$ cat config.mk
export PLATFORM = sky130hd
export DESIGN_NAME = logic_unit_pipe
export DESIGN_NICKNAME = d
export VERILOG_FILES = /design/src/rtl/logic_unit_pipe.sv
export SDC_FILE = /design/constraint.sdc
export NUM_CORES = 1
export LEC_CHECK = 0
export BUFFER_PORTS_ARGS = -buffer_cell sky130_fd_sc_hd__clkbuf_2
export CORE_ASPECT_RATIO = 0.8
export CORE_MARGIN = 5
export CORE_UTILIZATION = 30
export DETAILED_ROUTE_END_ITERATION = 10
export GPL_TIMING_DRIVEN = 0
export MAX_ROUTING_LAYER = met4
export SETUP_SLACK_MARGIN = 0.15
export SLEW_MARGIN = 20
export SYNTH_ARGS = -nofsm -noshare
export SYNTH_HDL_FRONTEND = slang
export SYNTH_SLANG_ARGS = --single-unit
$ cat constraint.sdc
create_clock -name clk -period 4.72 [get_ports clk]
set_clock_uncertainty 0.15 [all_clocks]
set_input_delay 0.236 -clock clk [delete_from_list [all_inputs] [get_ports clk]]
set_output_delay 0.236 -clock clk [all_outputs]
set_load 0.05 [all_outputs]
$ cat src/rtl/logic_unit_pipe.sv
// logic_unit_pipe: 2-stage valid/ready bitwise logic unit with registered flags
// and an accumulator that can stand in for operand A.
module logic_unit_pipe #(
  parameter int Width = 16
) (
  input  logic             clk,
  input  logic             rst_n,
  input  logic             in_valid,
  output logic             in_ready,
  input  logic [Width-1:0] A,
  input  logic [Width-1:0] B,
  input  logic [2:0]       F,
  input  logic             use_acc,
  output logic             out_valid,
  input  logic             out_ready,
  output logic [Width-1:0] Out,
  output logic             Z,
  output logic             N,
  output logic             P
);
  logic             r_s1_valid, r_use_acc;
  logic [Width-1:0] r_a, r_b, r_acc;
  logic [2:0]       r_f;
  logic [Width-1:0] w_x, w_r;
  logic             w_s1_adv, w_in_fire;

  assign w_s1_adv  = r_s1_valid & (~out_valid | out_ready);
  assign in_ready  = ~r_s1_valid | w_s1_adv;
  assign w_in_fire = in_valid & in_ready;
  // acc is written on every advance, so it always holds the preceding op's result
  assign w_x       = r_use_acc ? r_acc : r_a;

  always_comb begin
    w_r = '0;
    case (r_f)
      3'b000: w_r = w_x & r_b;
      3'b001: w_r = w_x | r_b;
      3'b010: w_r = w_x ^ r_b;
      3'b011: w_r = ~w_x;
      3'b100: w_r = ~(w_x & r_b);
      3'b101: w_r = ~(w_x | r_b);
      3'b110: w_r = ~(w_x ^ r_b);
      3'b111: w_r = w_x & ~r_b;
    endcase
  end

  always_ff @(posedge clk or negedge rst_n) begin
    if (!rst_n) begin
      r_s1_valid <= 1'b0;
      r_a        <= '0;
      r_b        <= '0;
      r_f        <= '0;
      r_use_acc  <= 1'b0;
    end else begin
      r_s1_valid <= w_in_fire | (r_s1_valid & ~w_s1_adv);
      if (w_in_fire) begin
        r_a       <= A;
        r_b       <= B;
        r_f       <= F;
        r_use_acc <= use_acc;
      end
    end
  end

  always_ff @(posedge clk or negedge rst_n) begin
    if (!rst_n) begin
      out_valid <= 1'b0;
      Out       <= '0;
      Z         <= 1'b0;
      N         <= 1'b0;
      P         <= 1'b0;
      r_acc     <= '0;
    end else if (w_s1_adv) begin
      out_valid <= 1'b1;
      Out       <= w_r;
      Z         <= ~|w_r;
      N         <= w_r[Width-1];
      P         <= ~^w_r;
      r_acc     <= w_r;
    end else if (out_ready) begin
      out_valid <= 1'b0;
    end
  end
endmodule
==> insert_results.sql, run 1 <==
INSERT INTO impl_metrics (metric_group, metric, value, unit) VALUES
('setup_path', 'critical_path.startpoint', 'r_use_acc$_DFFE_PN0P_', ''),
('global_routing', 'antenna_found_initial', '0', ''),
('power_and_ir_drop', 'cellPowerDensity', '491', 'nW/µm²'),
('timing', 'timing.slew.headroom', '0.526', ''),
('drt', 'detail_route.vias_per_cell', '5.13', ''),
('timing', 'layout_worst_path_cycle_share', '0.720', ''),
('setup_path', 'critPathMaxFanout', '10', ''),
('timing', 'achievable-frequency', '294', 'MHz'),
('timing', 'finalSetupViolCount', '0', ''),
('setup_path', 'path_class', 'register to register', ''),
('flow_run', 'maxCapViolCount', '0', ''),
('die', 'chipHeight', '118', 'µm'),
('power_and_ir_drop', 'power.leakage', '0.00240', 'µW'),
('timing', 'worst-slew-pin-transition', '711', 'ps'),
('drt', 'route.antenna.remaining_nets', '0', ''),
('synth', 'synth_cell_type_count', '45', ''),
('drt', 'wl', '12900', 'µm'),
('setup_path', 'crit_path_end_kind', 'register', ''),
('setup_path', 'r2r_slack', '1320', 'ps'),
('final_layout', 'multi_input_area', '2690', 'µm²'),
('global_routing', 'groute.usage.overall', '0.155', ''),
('synth', 'synth-edff-count', '0', ''),
('min_path', 'holdPathEnd', 'r_a[11]$_DFFE_PN0P_', ''),
('final_layout', 'final_design_area_no_fill', '5100', 'µm²'),
('synth', 'sequential_cell_area_fraction_in_the_yosys_report', '0.320', ''),
('synth', 'synth_top_area_share', '0.320', ''),
('clocking', 'cts.sink_count', '56', ''),
('drt', 'detailed_router_s_first_iteration_violation_count', '285', ''),
('synth', 'ys.warnings.count', '0', ''),
('die', 'boundaryPins', '61', ''),
('setup_path', 'critical_path_required', '4720', 'ps'),
('clocking', 'post_cts.resized_instances', '0', ''),
('run_status', 'status', 'finished clean', ''),
('synth', 'netlist_top_cells_count', 'sky130_fd_sc_hd__dfrtp_1 (56), sky130_fd_sc_hd__ha_1 (56), sky130_fd_sc_hd__mux2_2 (45)', ''),
('final_layout', 'layout-drive-gt1-share', '0.267', ''),
('drt', 'vias', '3617', ''),
('synth', 'synth_seq_cells', '56', ''),
('drt', 'wire_per_inst', '18.3', 'µm'),
('final_layout', 'nFillCells', '1444', ''),
('global_routing', 'via_count_of_the_first_global_routing_pass', '3834', ''),
('clocking', 'clk_latency', '300', 'ps'),
('clocking', 'cts_tree', 'yes', ''),
('final_layout', 'num-nets-final', '616', ''),
('min_path', 'hold_path_class', 'input pin to register', ''),
('drt', 'drc', '0', ''),
('synth', 'post_synthesis_async_set_or_reset_flop_share', '1.00', ''),
('min_path', 'worst_hold_startpoint', 'A[11]', ''),
('placed_design', 'hpwl', '9650', 'µm'),
('timing', 'hold_viol_final', '0', ''),
('synth', 'post_synthesis_cell_type_with_the_largest_combined_area', 'sky130_fd_sc_hd__dfrtp_1', ''),
('power_and_ir_drop', 'worst_ir_drop_vdd', '0.000192', 'V'),
('placed_design', 'post_dp_cell_area', '4930', 'µm²'),
('synth', 'syn-mean-instance-area', '9.72', 'µm²'),
('clocking', 'clkTransAtPathRegs', '80', 'ps'),
('die', 'coreArea', '14300', 'µm²'),
('setup_path', 'critical_path.reg2reg.startpoint', 'r_use_acc$_DFFE_PN0P_', ''),
('global_routing', 'grt_pass1_wl', '20800', 'µm'),
('setup_path', 'crit-reg2reg-capture', 'P$_DFFE_PN0P_', ''),
('final_layout', 'layout-area-overhead-vs-synth', '16.5', '%'),
('synth', 'syn_nets', '546', ''),
('final_layout', 'diodes', '0', ''),
('timing', 'rsz_0062_raised_after_global_routing', 'false', ''),
('timing', 'finalSetupTns', '0', 'ps'),
('placed_design', 'place.gp.congestion', '0.916', ''),
('die', 'die_w', '145', 'µm'),
('final_layout', 'regArea', '1400', 'µm²'),
('global_routing', 'grt_max_degree', '32', ''),
('setup_path', 'worst_r2r_path_depth', '13', ''),
('setup_path', 'worst_ep_arrival_time', '3400', 'ps'),
('placed_design', 'number_of_port_buffers', '60', ''),
('synth', 'synthTopCellsByArea', 'sky130_fd_sc_hd__dfrtp_1 (32%), sky130_fd_sc_hd__ha_1 (16%), sky130_fd_sc_hd__mux2_2 (12%), sky130_fd_sc_hd__a21oi_1 (2.9%), sky130_fd_sc_hd__nor2b_1 (2.9%)', '');
## worst max path at each step
| stage | end | slack [ps] | depth (start not counted) |
|---|---|---|---|
| after floorplan | P$_DFFE_PN0P_ | 1690 | 10 |
| after global placement | P$_DFFE_PN0P_ | 1390 | 13 |
| after detailed placement | P$_DFFE_PN0P_ | 1310 | 13 |
| after CTS | P$_DFFE_PN0P_ | 1290 | 13 |
| after global routing | P$_DFFE_PN0P_ | 1030 | 13 |
| final | P$_DFFE_PN0P_ | 1320 | 13 |
## per-layer routing
layer  routed length (µm)  up-vias  GRT usage
li1                     -     1732          -
met1                 6330     1766      0.214
met2                 5790      100      0.235
met3                  537       19     0.0266
met4                  229        0     0.0382
met5                    0        -          -
## critical path, stage by stage (launching register included)
cell and delay [ps]:
sky130_fd_sc_hd__dfrtp_1 320, sky130_fd_sc_hd__buf_2 240, sky130_fd_sc_hd__buf_6 220, sky130_fd_sc_hd__mux2i_1 340, sky130_fd_sc_hd__ha_1 290, sky130_fd_sc_hd__nor2b_1 140, sky130_fd_sc_hd__o32a_1 330, sky130_fd_sc_hd__o211ai_1 210
sky130_fd_sc_hd__nand2_1 100, sky130_fd_sc_hd__ha_1 320, sky130_fd_sc_hd__xnor2_1 200, sky130_fd_sc_hd__xnor2_1 150, sky130_fd_sc_hd__xnor2_1 130, sky130_fd_sc_hd__o21ai_0 90
## final cells by class
type / count / share of cell area
plain buffers: 29 / 0.0312
flip-flops and latches: 56 / 0.275
clock buffers: 7 / 0.0280
clock inverters: 1 / 0.00147
inverters: 34 / 0.0250
repair buffers: 63 / 0.0672
multi-input cells: 331 / 0.527
well taps: 184 / 0.0452
## cells in the final DEF (no fill, tap or decap), drive strengths merged, types with 6 or more instances in the layout
cell type / n
buf: 21
o21a: 6
nor2b: 20
o211ai: 6
a21oi: 25
xnor2: 6
clkbuf: 76
nor3: 6
nand2b: 13
mux2i: 8
ha: 56
a22oi: 6
nand2: 30
dfrtp: 56
inv: 34
o22ai: 9
o21ai: 19
mux2: 45
and2: 7
nor2: 13
## per-stage QoR
stage	std cells	setup WS, ps	hold slack (ps)	util	total power [µW]
6_report	705	1320	12.7	0.357	2500
5_1_grt	705	1030	11.7	0.357	2690
4_1_cts	705	1290	11.6	0.357	2510
3_5_place_dp	695	1310	66.2	0.345	2100
3_3_place_gp	694	1390	304	0.343	2050
2_1_floorplan	450	1690	-210	-	1740
## cells by family after synthesis
kind of cell	after synthesis	synth area share
flip-flops	56	0.320
buffers and inverters	63	0.0655
adder cells (fa/ha/maj)	56	0.160
multiplexers	53	0.134
AO/OA/AOI/OAI	106	0.173
XOR/XNOR	7	0.0140
AND/OR/NAND/NOR	109	0.133
## power breakdown
group,internal [µW],switching [µW]
registers,585,81.9
logic,575,860
clock network,213,187
total,1370,1130
## flip-flops by register name, summed over array words and instances, names as in the netlist
register	flops
N	1
P	1
Z	1
out_valid	1
r_a	16
r_acc	15
r_b	16
r_f	3
r_s1_valid	1
r_use_acc	1
## timing repair
action,4_1_cts,5_1_grt
hold buffers,2,0
hold endpoints to repair,26,0
endpoints found under the setup margin,0,0
Power figures use the tool's default switching activity.
==> run 2, diff against run 1 <==
Clock period 4.72 ns to 3.3 ns, I/O delays scaled along.
==> run 2 against run 1 <==
Net effect: critical path depth increased by 1; largest cell class unchanged; highest routed layer unchanged; setup slack got worse by 1300 ps; largest power group unchanged; first-iteration DRC count increased by 6.0%; sequential power increased by 47%.
==> insert_results.sql, run 2 (synthesis results as in run 1) <==
INSERT INTO impl_metrics (metric_group, metric, value, unit) VALUES
('setup_path', 'path_class', 'register to register', ''),
('setup_path', 'critPathMaxFanout', '5', ''),
('drt', 'route.antenna.remaining_nets', '0', ''),
('drt', 'drc', '0', ''),
('global_routing', 'grt_busiest_layer', 'met2', ''),
('final_layout', 'num-nets-final', '676', ''),
('die', 'die_w', '145', 'µm'),
('die', 'boundaryPins', '61', ''),
('final_layout', 'commonest_cells_after_routing_fill_and_taps_aside', 'sky130_fd_sc_hd__clkbuf_2 (60), sky130_fd_sc_hd__dfrtp_1 (56), sky130_fd_sc_hd__ha_1 (49)', ''),
('min_path', 'hold_path_cell_cnt', '3', ''),
('timing', 'final.setup.worst_slack', '47.1', 'ps'),
('placed_design', 'place.gp.congestion', '0.916', ''),
('flow_run', 'maxCapViolCount', '0', ''),
('power_and_ir_drop', 'worst_ir_drop_vdd', '0.000290', 'V'),
('setup_path', 'crit_path_end_kind', 'register', ''),
('power_and_ir_drop', 'power.leakage', '0.00274', 'µW'),
('final_layout', 'commonest_non_fill_non_tap_cell_in_the_layout', 'sky130_fd_sc_hd__clkbuf_2', ''),
('setup_path', 'worst_r2r_path_depth', '14', ''),
('clocking', 'root_buffer', 'sky130_fd_sc_hd__clkbuf_16', ''),
('die', 'coreArea', '14300', 'µm²'),
('timing', 'slew_violations', '0', ''),
('placed_design', 'number_of_port_buffers', '60', ''),
('final_layout', 'layout-area-overhead-vs-synth', '37.1', '%'),
('die', 'chipHeight', '118', 'µm'),
('placed_design', 'hpwl', '9650', 'µm'),
('global_routing', 'grt_max_degree', '32', ''),
('final_layout', 'nFillCells', '1379', ''),
('timing', 'finalSetupViolCount', '0', ''),
('clocking', 'clock_tree.buffer_depth', '2', ''),
('timing', 'worst-slew-pin-transition', '759', 'ps'),
('setup_path', 'worst_ep_arrival_time', '3260', 'ps'),
('global_routing', 'via_count_of_the_first_global_routing_pass', '4040', ''),
('clocking', 'cts.sink_count', '56', ''),
('timing', 'hold_viol_final', '0', ''),
('setup_path', 'critical_path_required', '3310', 'ps'),
('setup_path', 'start_kind', 'register', ''),
('drt', 'detail_route.vias_per_cell', '5.16', ''),
('final_layout', 'reg.largest.list', 'r_a (16), r_b (16), r_acc (15)', ''),
('global_routing', 'antenna_found_initial', '0', ''),
('die', 'start_util', '0.306', ''),
('clocking', 'htree_levels', '2', ''),
('global_routing', 'groute.usage.overall', '0.163', ''),
('global_routing', 'grt_use_met2', '0.253', ''),
('drt', 'vias', '3949', ''),
('placed_design', 'pre_cts_slack', '-112', 'ps'),
('timing', 'achievable-frequency', '307', 'MHz'),
('global_routing', 'globalRouteMet1Util', '0.223', ''),
('clocking', 'clk_latency', '300', 'ps'),
('drt', 'dr.pass1.iters', '5', ''),
('clocking', 'numCtsBuffers', '5', ''),
('clocking', 'clkTransAtPathRegs', '80', 'ps'),
('clocking', 'cts_tree', 'yes', ''),
('power_and_ir_drop', 'cellPowerDensity', '690', 'nW/µm²'),
('die', 'standard_cell_rows', '39', ''),
('final_layout', 'layout-drive-gt1-share', '0.332', ''),
('final_layout', 'diodes', '0', ''),
('drt', 'wire_per_inst', '18.1', 'µm'),
('timing', 'timing.slew.headroom', '0.494', ''),
('drt', 'wl', '13900', 'µm'),
('die', 'fp.dieArea', '17100', 'µm²'),
('global_routing', 'grt-ovfl-total', '0', ''),
('timing', 'period_minus_slack', '3250', 'ps'),
('timing', 'layout_worst_path_cycle_share', '0.986', ''),
('global_routing', 'grt_pass1_wl', '22000', 'µm'),
('timing', 'rsz_0062_raised_after_global_routing', 'true', ''),
('timing', 'holdWs', '32.9', 'ps'),
('drt', 'detailed_router_s_first_iteration_violation_count', '302', ''),
('global_routing', 'use_met3', '0.0289', ''),
('min_path', 'hold_path_class', 'input pin to register', ''),
('run_status', 'status', 'finished clean', '');
==> run 2: metal layers <==
| metal | share of wire | vias up |
|---|---|---|
| met4 | 0.013 | 0 |
| met3 | 0.050 | 22 |
| met5 | 0 | - |
| li1 | - | 1847 |
| met1 | 0.47 | 1963 |
| met2 | 0.47 | 117 |
==> run 2: final cells by class <==
cell class,count,area [µm²],area share
clock buffer,7,143,0.0238
timing repair buffer,123,920,0.153
clock inverter,1,7.51,0.00125
inverter,34,128,0.0213
multi-input combinational,331,2990,0.499
tap,184,230,0.0384
buffer,29,179,0.0298
sequential,56,1400,0.234
==> run 2: final timing paths <==
check | from | slack [ps] | to
max in group asynchronous | rst_n | 2290 | r_f[0]$_DFFE_PN0P_
max reg2reg | r_use_acc$_DFFE_PN0P_ | 50 | P$_DFFE_PN0P_
min in group asynchronous | rst_n | 200 | r_b[1]$_DFFE_PN0P_
min reg2reg | r_a[9]$_DFFE_PN0P_ | 350 | r_a[9]$_DFFE_PN0P_
max | r_use_acc$_DFFE_PN0P_ | 50 | P$_DFFE_PN0P_
min | out_ready | 30 | r_s1_valid$_DFF_PN0_
==> run 2: report_power, final <==
group	internal (µW)	switching, µW
Sequential	837	141
Combinational	1180	1410
Clock	304	265
Total	2320	1820
==> run 2: what timing repair did <==
| item | CTS | global route |
|---|---|---|
| gates cloned | 2 | 0 |
| resized for setup | 31 | 24 |
| buffers inserted | 13 | 9 |
| endpoints found under the setup margin | 1 | 2 |
| hold endpoints to repair | 62 | 0 |
| hold buffers | 38 | 0 |
| pin swaps | 19 | 28 |
==> run 2: worst max-delay path, stage by stage (launching register included) <==
cell,delay [ps]
sky130_fd_sc_hd__dfrtp_1,430
sky130_fd_sc_hd__buf_8,160
sky130_fd_sc_hd__buf_12,130
sky130_fd_sc_hd__buf_16,130
sky130_fd_sc_hd__mux2_4,320
sky130_fd_sc_hd__ha_1,240
sky130_fd_sc_hd__nor3_2,140
sky130_fd_sc_hd__a31oi_1,60
sky130_fd_sc_hd__o211a_1,250
sky130_fd_sc_hd__o2bb2ai_2,130
sky130_fd_sc_hd__ha_1,360
sky130_fd_sc_hd__xor2_2,190
sky130_fd_sc_hd__xnor2_1,190
sky130_fd_sc_hd__xnor2_1,150
sky130_fd_sc_hd__o21ai_1,70
==> run 2: per-stage QoR <==
step           total power [µW]  instance area (µm²)  utilization  setup TNS, ps  std cells
2_1_floorplan              2490                 4380            -              0        450
3_5_place_dp               3010                 4930        0.345           -112        695
3_3_place_gp               2930                 4910        0.343          -34.2        694
4_1_cts                    3920                 5780        0.404              0        756
5_1_grt                    4410                 6000        0.420          -80.3        765
6_report                   4140                 6000        0.420              0        765
==> run 3, diff against run 2 <==
Settings changed: CORE_UTILIZATION 30 to 31.
==> run 3 against run 2 <==
Net effect: non-clock buffer count stayed put; cell count is 0.52% lower; power is 8.1% higher; routed wire length is 0.21% higher; sequential power hardly changed; critical path type unchanged.
==> insert_results.sql, run 3 (synthesis results as in run 1) <==
INSERT INTO impl_metrics (metric_group, metric, value, unit) VALUES
('final_layout', 'commonest_cells_after_routing_fill_and_taps_aside', 'sky130_fd_sc_hd__clkbuf_2 (60), sky130_fd_sc_hd__dfrtp_1 (56), sky130_fd_sc_hd__mux2_2 (40), sky130_fd_sc_hd__ha_1 (40), sky130_fd_sc_hd__dlygate4sd3_1 (38)', ''),
('setup_path', 'crit_path_frequent_cell', 'sky130_fd_sc_hd__xnor2_2', ''),
('drt', 'dr.pass1.iters', '4', ''),
('clocking', 'htree_levels', '2', ''),
('drt', 'drc', '0', ''),
('flow_run', 'maxCapViolCount', '0', ''),
('drt', 'vias', '3913', ''),
('power_and_ir_drop', 'total_power', '4480', 'µW'),
('final_layout', 'layout-area-overhead-vs-synth', '40.0', '%'),
('power_and_ir_drop', 'power_switching_share', '0.437', ''),
('power_and_ir_drop', 'power_frac_seq', '0.218', ''),
('placed_design', 'place.gp.congestion', '0.902', ''),
('final_layout', 'reg.largest.list', 'r_a (16), r_b (16), r_acc (15)', ''),
('setup_path', 'crit_path_end_kind', 'register', ''),
('timing', 'achievable-frequency', '311', 'MHz'),
('die', 'start_util', '0.320', ''),
('timing', 'hold_viol_final', '0', ''),
('final_layout', 'final_design_utilization', '0.447', ''),
('setup_path', 'timing.critical_path.cells', 'buf_6 -> buf_6 -> mux2_4 -> inv_2 -> ha_4 -> or2_1 -> a311oi_2 -> o41ai_4 -> ha_1 -> xnor2_2 -> xnor2_2 -> xnor2_2 -> o21ai_1', ''),
('clocking', 'clock_tree.buffer_depth', '2', ''),
('final_layout', 'diodes', '0', ''),
('power_and_ir_drop', 'total_switching_power', '1960', 'µW'),
('power_and_ir_drop', 'cellPowerDensity', '731', 'nW/µm²'),
('global_routing', 'antenna_found_initial', '0', ''),
('setup_path', 'critical_path_required', '3320', 'ps'),
('timing', 'timing.slew.headroom', '0.533', ''),
('setup_path', 'critPathMaxFanout', '4', ''),
('power_and_ir_drop', 'clkPwrFrac', '0.127', ''),
('setup_path', 'crit_buf_inv', '3', ''),
('power_and_ir_drop', 'cell_internal_pwr', '2520', 'µW'),
('global_routing', 'grt_pass1_wl', '21200', 'µm'),
('final_layout', 'num-nets-final', '676', ''),
('setup_path', 'worst_ep_arrival_time', '3240', 'ps'),
('die', 'standard_cell_rows', '38', ''),
('global_routing', 'grt_max_degree', '31', ''),
('drt', 'wl', '13900', 'µm'),
('power_and_ir_drop', 'power.combinational.fraction', '0.654', ''),
('die', 'die_w', '143', 'µm'),
('drt', 'wire_per_inst', '18.3', 'µm'),
('clocking', 'clkTransAtPathRegs', '70', 'ps'),
('min_path', 'hold_path_class', 'input pin to register', ''),
('final_layout', 'final_design_area_no_fill', '6120', 'µm²'),
('timing', 'rsz_0062_raised_after_global_routing', 'true', ''),
('timing', 'layout_worst_path_cycle_share', '0.976', ''),
('drt', 'route.antenna.remaining_nets', '0', ''),
('clocking', 'root_buffer', 'sky130_fd_sc_hd__clkbuf_16', ''),
('die', 'fp.dieArea', '16600', 'µm²'),
('run_status', 'status', 'finished clean', ''),
('clocking', 'clk_latency', '310', 'ps'),
('die', 'coreArea', '13700', 'µm²'),
('clocking', 'cts_tree', 'yes', ''),
('final_layout', 'layout-drive-gt1-share', '0.360', ''),
('setup_path', 'timing.critical_path.max_delay_family', 'compound AO/OA/AOI/OAI gates', ''),
('placed_design', 'hpwl', '9260', 'µm'),
('setup_path', 'worst_stage_delay_on_the_critical_path', '410', 'ps'),
('placed_design', 'post_dp_cell_area', '4920', 'µm²'),
('setup_path', 'start_kind', 'register', ''),
('clocking', 'numCtsBuffers', '5', ''),
('timing', 'period_minus_slack', '3220', 'ps'),
('die', 'chipHeight', '116', 'µm'),
('power_and_ir_drop', 'worst_ir_drop_vdd', '0.000365', 'V'),
('timing', 'worst-slew-pin-transition', '701', 'ps'),
('global_routing', 'via_count_of_the_first_global_routing_pass', '4088', ''),
('placed_design', 'number_of_port_buffers', '60', ''),
('global_routing', 'grt-ovfl-total', '0', ''),
('timing', 'slew_violations', '0', ''),
('timing', 'finalSetupViolCount', '0', ''),
('drt', 'detailed_router_s_first_iteration_violation_count', '299', ''),
('setup_path', 'timing.critical_path.slowest_stage_cell', 'sky130_fd_sc_hd__dfrtp_1', ''),
('die', 'boundaryPins', '61', ''),
('final_layout', 'commonest_non_fill_non_tap_cell_in_the_layout', 'sky130_fd_sc_hd__clkbuf_2', ''),
('drt', 'detail_route.vias_per_cell', '5.14', ''),
('global_routing', 'groute.usage.overall', '0.169', ''),
('setup_path', 'path_class', 'register to register', ''),
('power_and_ir_drop', 'power.leakage', '0.00276', 'µW'),
('clocking', 'cts.sink_count', '56', '');
run 3: path summary, 6_finish.rpt:
kind / from / end / slack, ps / depth (start not counted)
setup / recovery: r_use_acc$_DFFE_PN0P_ / P$_DFFE_PN0P_ / 80 / 13
hold / removal: out_ready / r_s1_valid$_DFF_PN0_ / 50 / 3
setup reg to reg: r_use_acc$_DFFE_PN0P_ / P$_DFFE_PN0P_ / 80 / 13
hold reg to reg: P$_DFFE_PN0P_ / P$_DFFE_PN0P_ / 340 / 2
max in group asynchronous: rst_n / r_acc[6]$_DFFE_PN0P_ / 2290 / 3
min in group asynchronous: rst_n / r_a[1]$_DFFE_PN0P_ / 190 / 2
run 3: routing by layer:
layer,up-vias,share of wire,wire [µm],GRT usage
met4,0,0.020,274,0.0500
met5,-,0,0,-
met1,1906,0.46,6400,0.228
met3,26,0.050,693,0.0250
met2,129,0.47,6530,0.265
li1,1852,-,-,-
run 3: worst register-to-register path, stage by stage (launching register included):
cell and delay (ps):
sky130_fd_sc_hd__dfrtp_1 410, sky130_fd_sc_hd__buf_6 130, sky130_fd_sc_hd__buf_6 130, sky130_fd_sc_hd__mux2_4 320, sky130_fd_sc_hd__inv_2 70, sky130_fd_sc_hd__ha_4 190
sky130_fd_sc_hd__or2_1 240, sky130_fd_sc_hd__a311oi_2 390, sky130_fd_sc_hd__o41ai_4 140, sky130_fd_sc_hd__ha_1 360, sky130_fd_sc_hd__xnor2_2 160, sky130_fd_sc_hd__xnor2_2 180
sky130_fd_sc_hd__xnor2_2 150, sky130_fd_sc_hd__o21ai_1 70
run 3: layout make-up:
type	instances	area [µm²]
fill	1284	7570
multi-input combinational	331	3140
sequential	56	1400
timing repair buffer	123	911
tap	180	225
buffer	29	175
clock buffer	8	146
inverter	34	128
run 3: power by group through the flow:
| stage | clock (µW) | combinational [µW] | sequential, µW |
|---|---|---|---|
| global placement | 0 | 2000 | 956 |
| finish | 570 | 2930 | 977 |
| global route | 613 | 3130 | 1000 |
| CTS | 589 | 2290 | 977 |
| floorplan | 0 | 1270 | 1230 |
| detailed placement | 0 | 2060 | 966 |
run 3: stage by stage:
stage	hold slack [ps]	instances	setup TNS (ps)	setup slack, ps
3_5_place_dp	-2.22	691	-220	-220
5_1_grt	75.2	761	-40.1	-40.1
4_1_cts	50.1	748	0	44.7
6_report	48.1	761	0	80.7
2_1_floorplan	-281	450	0	274
3_3_place_gp	235	690	-130	-130
run 3: what timing repair did:
action / CTS / global route
pin swaps: 14 / 41
hold buffers: 38 / 0
gates cloned: 2 / 0
buffers inserted: 9 / 13
endpoints found under the hold margin: 63 / 0
setup endpoints to repair: 1 / 1
gates resized for setup: 32 / 46
